==> config.mk <==
export PLATFORM = sky130hd
export DESIGN_NAME = rv32im_bus_arbiter
export DESIGN_NICKNAME = d
export VERILOG_FILES = /design/src/rtl/rv32im_bus_arbiter.sv
export SDC_FILE = /design/constraint.sdc
export NUM_CORES = 1
export LEC_CHECK = 0
export CORE_AREA = 8 8 160 162
export DETAILED_ROUTE_END_ITERATION = 7
export DIE_AREA = 0 0 168 170
export GPL_ROUTABILITY_DRIVEN = 0
export PLACE_DENSITY = 0.45
export REMOVE_ABC_BUFFERS = 1
export SLEW_MARGIN = 20
export SYNTH_ARGS = -nofsm -noshare
export SYNTH_HDL_FRONTEND = slang
export SYNTH_SLANG_ARGS = --single-unit
==> constraint.sdc <==
create_clock -name clk_i -period 2.2 [get_ports clk_i]
set_input_delay 0.44 -clock clk_i [delete_from_list [all_inputs] [get_ports clk_i]]
set_output_delay 0.44 -clock clk_i [all_outputs]
set_load 0.02 [all_outputs]
==> src/rtl/rv32im_bus_arbiter.sv <==
// rtl/rv32im_bus_arbiter.sv - fixed-priority Wishbone-classic arbiter for four requesters
// The grant is held until the owner releases it and parks on DEFAULT_MASTER; a watchdog aborts hung cycles.
module rv32im_bus_arbiter #(
  parameter int         XLEN           = 32,
  parameter logic [3:0] DEFAULT_MASTER = 4'b0010,
  parameter int         TIMEOUT_CYCLES = 255,
  parameter int         TIMEOUT_BITS   = 8
) (
  input  logic                  clk_i,
  input  logic                  reset_i,
  input  logic [3:0]            m_stb_i,
  input  logic [3:0]            m_we_i,
  input  logic [4*(XLEN-2)-1:0] m_adr_i,
  input  logic [4*XLEN-1:0]     m_dat_i,
  input  logic [15:0]           m_sel_i,
  output logic [3:0]            m_ack_o,
  output logic [3:0]            m_err_o,
  output logic [XLEN-1:0]       m_dat_o,
  output logic                  s_stb_o,
  output logic                  s_we_o,
  output logic [XLEN-3:0]       s_adr_o,
  output logic [XLEN-1:0]       s_dat_o,
  output logic [3:0]            s_sel_o,
  input  logic [XLEN-1:0]       s_dat_i,
  input  logic                  s_ack_i,
  input  logic                  s_err_i,
  output logic [3:0]            grant_o,
  output logic                  timeout_o
);

  localparam int AW = XLEN - 2;
  localparam logic [TIMEOUT_BITS-1:0] WD_LIMIT = TIMEOUT_BITS'(TIMEOUT_CYCLES);

  logic [3:0]              grant_q;
  logic [3:0]              grant_d;
  logic [TIMEOUT_BITS-1:0] wd_q;
  logic [1:0]              gidx;
  logic                    stb_g;
  logic                    limit_hit;
  logic                    abort;

  always_comb begin
    gidx = 2'd0;
    for (int i = 0; i < 4; i++) begin
      if (grant_q[i]) gidx = 2'(i);
    end
  end

  assign stb_g     = m_stb_i[gidx];
  assign limit_hit = (TIMEOUT_CYCLES != 0) && (wd_q == WD_LIMIT);
  // A slave response landing on the limit cycle takes precedence over the abort.
  assign abort     = limit_hit & stb_g & ~s_ack_i & ~s_err_i;

  assign s_stb_o   = stb_g & ~abort;
  assign s_we_o    = s_stb_o & m_we_i[gidx];
  assign s_sel_o   = s_stb_o ? m_sel_i[int'(gidx)*4 +: 4] : 4'b0000;
  assign s_adr_o   = m_adr_i[int'(gidx)*AW +: AW];
  assign s_dat_o   = m_dat_i[int'(gidx)*XLEN +: XLEN];
  assign m_dat_o   = s_dat_i;

  assign m_ack_o   = grant_q & {4{s_ack_i & s_stb_o}};
  assign m_err_o   = grant_q & {4{(s_err_i & s_stb_o) | abort}};
  assign timeout_o = abort;
  assign grant_o   = grant_q;

  always_comb begin
    if (|(m_stb_i & grant_q)) begin
      grant_d = grant_q;
    end else if (|m_stb_i) begin
      // Isolate the lowest set request bit.
      grant_d = m_stb_i & (~m_stb_i + 4'd1);
    end else begin
      grant_d = DEFAULT_MASTER;
    end
  end

  always_ff @(posedge clk_i) begin
    if (reset_i) begin
      grant_q <= DEFAULT_MASTER;
      wd_q    <= '0;
    end else begin
      grant_q <= grant_d;
      if ((TIMEOUT_CYCLES == 0) || (grant_d != grant_q) || abort ||
          !s_stb_o || s_ack_i || s_err_i) begin
        wd_q <= '0;
      end else begin
        wd_q <= wd_q + TIMEOUT_BITS'(1);
      end
    end
  end

endmodule

# Word level (Yosys, flattened, before mapping)
# Index checks and enable logic that the tools add are counted.
[totals] ff_bits=12 latch_bits=0 ram_bits=0 romBits=0 in_bits=308 output_inout_bits=113 elab_cells=45 n_memories=0
[classes] addsub=2 mul=1 n_div=0 n_lt_le_gt_ge=1 eq_ne=2 n_shift=3 n_mux=10 n_bitwise=16 n_reduce_logical=8
[op_table] op="variable part select 128 x 8 -> 32 bit" n=1
[op_table] op="variable part select 120 x 8 -> 30 bit" n=1
[op_table] op="bitwise AND 4 bit" n=4
[op_table] op="variable part select 16 x 5 -> 4 bit" n=1
[op_table] op="2-to-1 mux 4 bit" n=3
[op_table] op="adder 8 x 1 -> 8 bit (second input constant)" n=1
[op_table] op="== test 8 bit (second input constant)" n=1
[op_table] op="OR reduction 4 bit" n=2
[op_table] op="bitwise AND 1 bit" n=7
[op_table] op="multiplier 2 x 4 -> 6 bit (second input constant)" n=1
[op_table] op="adder 4 x 1 -> 4 bit (second input constant)" n=1
[op_table] op="binary-select mux 1 bit (select 2 bit)" n=2
[op_table] op="logical OR 1 bit" n=4
[op_table] op="2-to-1 mux 2 bit" n=2
[op_table] op="inequality test 4 bit" n=1
[op_table] op="NOT 4 bit" n=1
[op_table] op="less-than comparator 2 x 3 -> 1 bit (second input constant)" n=1
[op_table] op="2-to-1 mux 1 bit" n=3
[op_table] op="NOT 1 bit" n=3
[op_table] op="OR reduction 2 bit" n=1
[op_table] op="logical NOT 1 bit" n=1
[op_table] op="bitwise OR 1 bit" n=1

# Logic depth before layout (Yosys ltp)
[logic_depth] depth_word=15 depth_mapped=7 ltp_nobuf=5

# Least setup slack after synthesis
# No wires, ideal clock.
[synth_timing] path_kind="flip-flop to output port" from="reg grant_q[1], in the netlist grant_o[1]" to="out s_dat_o[18]" t_arrival_ps=1778 t_required_ps=1760 slack_ps=-18 stages_incl_launch_ff=7 path_buffers=2 path_cell_list="dfxtp_1 -> buf_2 -> clkbuf_1 -> mux2i_1 -> nor2_1 -> a21oi_1 -> o21ai_0"
[synth_via] elab_chain_cells=4
[synth_rtl] element="start: declaration" line_no="34" source="logic [3:0] grant_q;"
[synth_rtl] element="start signal: assignment" line_no="82" source="grant_q <= grant_d;"
[synth_rtl] element="2-to-1 mux 1 bit" line_no="45" source="if (grant_q[i]) gidx = 2'(i);"
[synth_rtl] element="2-to-1 mux 2 bit (2 in a row)" line_no="45"
[synth_rtl] element="variable part select 128 x 8 -> 32 bit" line_no="58" source="assign s_dat_o = m_dat_i[int'(gidx)*XLEN +: XLEN];"
[synth_rtl] element="end: declaration" line_no="22" source="output logic [XLEN-1:0] s_dat_o,"
# Every way passes these cells.

# Worst setup path after layout
[layout_timing] from="reg wd_q[1]" to="out m_err_o[0]"
[layout_via] elab_chain_cells=9
[layout_rtl] element="start: declaration" line_no="36" source="logic [TIMEOUT_BITS-1:0] wd_q;"
[layout_rtl] element="start signal: assignment" line_no="87" source="wd_q <= wd_q + TIMEOUT_BITS'(1);"
[layout_rtl] element="== test 8 bit (*)" line_no="50" source="assign limit_hit = (TIMEOUT_CYCLES != 0) && (wd_q == WD_LIMIT);"
[layout_rtl] element="bitwise AND 1 bit (*) (3 in a row)" line_no="52" source="assign abort = limit_hit & stb_g & ~s_ack_i & ~s_err_i;"
[layout_rtl] element="NOT 1 bit" line_no="54" source="assign s_stb_o = stb_g & ~abort;"
[layout_rtl] element="bitwise AND 1 bit" line_no="54"
[layout_rtl] element="bitwise AND 1 bit" line_no="62" source="assign m_err_o = grant_q & {4{(s_err_i & s_stb_o) | abort}};"
[layout_rtl] element="bitwise OR 1 bit (*)" line_no="62"
[layout_rtl] element="bitwise AND 4 bit (*)" line_no="62"
[layout_rtl] element="end: declaration" line_no="17" source="output logic [3:0] m_err_o,"
# Every way passes the cells marked *; elsewhere a longest branch is shown, timed or not.

==> results.py <==
metrics = {
    "floorplanning": {
        "io_pins": 421,
        "core_um2": 23100,
        "die_y_um": 170,
        "rows": 56,
        "start_util": 0.127,
        "dieArea_um2": 28600,
        "floorplan.die.width_um": 168,
    },
    "critical_path": {
        "path_class": "flip-flop to output port",
        "startpoint": "wd_q[1]",
        "cp-end-kind": "output port",
        "start_kind": "flip-flop",
        "critPathArrivalTime_ps": 1810,
        "cp_max_fo": 4,
        "critPathRequiredTime_ps": 1760,
        "r2r-start": "grant_o[1]",
    },
    "logic_synthesis": {
        "ys_warn_count": 0,
        "yosysTopAreaCellShare": 0.222,
        "avgSynthCellArea_um2": 5.96,
        "synth_top_area_cell": "mux2i_1",
        "synth_cells": 493,
        "seq_area_frac_synth": 0.0818,
        "synth_cell_types": 31,
        "yosys_register_bits": 12,
        "yosys-top-cells-area": "mux2i_1 22%, a21oi_1 12%, o21ai_0 11%",
        "syn_area_um2": 2940,
    },
    "outcome": {
        "violations": "negative setup slack",
        "outcome": "finished with violations",
    },
    "clocking": {
        "clock_path_buffers": 2,
        "ctsRootBufferMaster": "clkbuf_16",
        "cts_tree": "yes",
        "clk_pin_slew_ps": 50,
        "clk_latency_ps": 240,
        "cts_made_buffers": 3,
        "htree_num_levels": 1,
        "cts_sinks": 12,
    },
    "finish": {
        "final_nets": 1155,
        "final_util": 0.310,
        "final_cells": 1135,
        "regArea_um2": 254,
        "mostFrequentLayoutCell": "clkdlybuf4s50_1",
        "multi_input_area_um2": 2430,
        "drive_above_1_share": 0.194,
        "insertedDiodeCount": 0,
        "fill_cells": 2547,
        "area_delta_synth_final_pct": 144,
        "mostFrequentLayoutCells": "272 x clkdlybuf4s50_1, 78 x nand2_1, 75 x nor2_1",
    },
    "global_route": {
        "grt-ovfl-total": 0,
        "grt_pass1_vias": 4692,
        "antenna_found_initial": 0,
        "grt_first_pass_wirelength_um": 28500,
        "track_usage": 0.126,
        "grt_max_degree": 54,
    },
    "sta": {
        "max_slew_margin": 0.768,
        "worstMarginPinSlew_ps": 345,
        "setup_viol": 6,
        "fmax_mhz": 444,
        "hold_viol_final": 0,
        "rsz0062_at_grt": "true",
        "min_period_over_period": 1.02,
        "period_needed_ps": 2250,
        "skew_ps": 4.91,
        "drv_slew": 0,
        "setup_ws_ps": -50.1,
    },
    "drt": {
        "drc": 0,
        "drt_pre_antenna_iters": 4,
        "drtIter0Drc": 137,
        "routed_wl_um": 19800,
        "drt-vias-per-instance": 4.04,
        "ant_nets": 0,
        "routedWlPerCell_um": 17.5,
        "dr_total_vias": 4580,
    },
    "job": {
        "cap_violations": 0,
    },
    "power": {
        "p_leak_nw": 3.08,
        "total_power_mw": 2.29,
        "vdd_drop_max_mv": 0.232,
        "powerDensity_nw_per_um2": 320,
    },
    "place": {
        "dpl.cell_count": 1122,
        "port_buffers": 356,
        "hpwl_um": 17100,
    },
    "worst_hold_path": {
        "hp-class": "flip-flop to flip-flop",
        "min_from": "wd_q[0]",
    },
}
report_power, final:
group	total, mW	switching [mW]	internal [mW]
registers	0.234	0.0115	0.222
logic	1.68	0.746	0.938
clock network	0.375	0.0998	0.275
layout make-up:
type	instances	share of cell area
flip-flops and latches	12	0.0355
repair buffers	420	0.557
clock buffers	4	0.0124
well taps	290	0.0507
multi-input cells	401	0.340
inverters	8	0.00420
cells by family after synthesis:
family,share of synthesized area
AOI/OAI and AO/OA,0.256
xor gates and xnor gates,0.0209
adders and majority gates,0.00426
buffers and inverters,0.147
DFF,0.0818
muxes,0.241
and+or+nand+nor,0.248
sequential cells by signal (all words and copies together) (netlist names):
name	flops
wd_q	8
grant_o	4
cells in the mapped netlist (all sizes together):
master and n:
nor3b 5, and2 4, xnor2 5, mux2i 65, nand2b 1, nand2 78, buf 46, clkbuf 26
nor2 79, a222oi 1, dfxtp 12, mux2 5, nand3 3, nor2b 1, nand4 2, a221o 1
a2111oi 2, nor4b 1, inv 8, a211oi 1, nor4 1, o21ai 67, xor2 2, or3 2
a21oi 73, nor4bb 1, ha 1
per-layer routing:
layer	global-route usage	vias to the layer above	wire length, µm	share of wire
li1	-	2362	-	-
met1	0.141	1965	7770	0.39
met2	0.217	242	9370	0.47
met3	0.0663	11	2560	0.13
met4	0.0144	0	148	0.0075
met5	0.00174	-	0	0
final timing paths:
kind                                    to  slack, ps  cells after the start
worst min-delay path               wd_q[0]        530                      2
worst max-delay path            m_err_o[0]        -50                      7
worst min register to register     wd_q[0]        530                      2
worst max register to register  grant_o[1]        490                      6
worst max-delay path: stages, from the launching register on:
cell	delay (ps)
dfxtp_2	350
ha_4	140
nand3_2	80
or3_4	390
a211oi_2	200
buf_4	160
and2_4	140
buf_6	110
per-stage QoR:
step	setup WS (ps)	TNS [ps]	hold slack [ps]	area (µm²)
floorplan	-2320	-170370	448	2530
CTS	-215	-2560	533	7000
finish	-50.1	-194	531	7150
detailed placement	-814	-21810	526	6970
global route	-125	-1000	554	7150
global placement	-807	-21710	527	6970
timing repair:
| item | 4_1_cts | 5_1_grt |
|---|---|---|
| resized for setup | 210 | 159 |
| pin swaps | 2 | 6 |
| setup endpoints to repair | 77 | 64 |
| hold buffers | 0 | 0 |
| cloned | 0 | 0 |
| setup buffers | 5 | 4 |
Note: power is estimated with default switching activity, not from simulation.
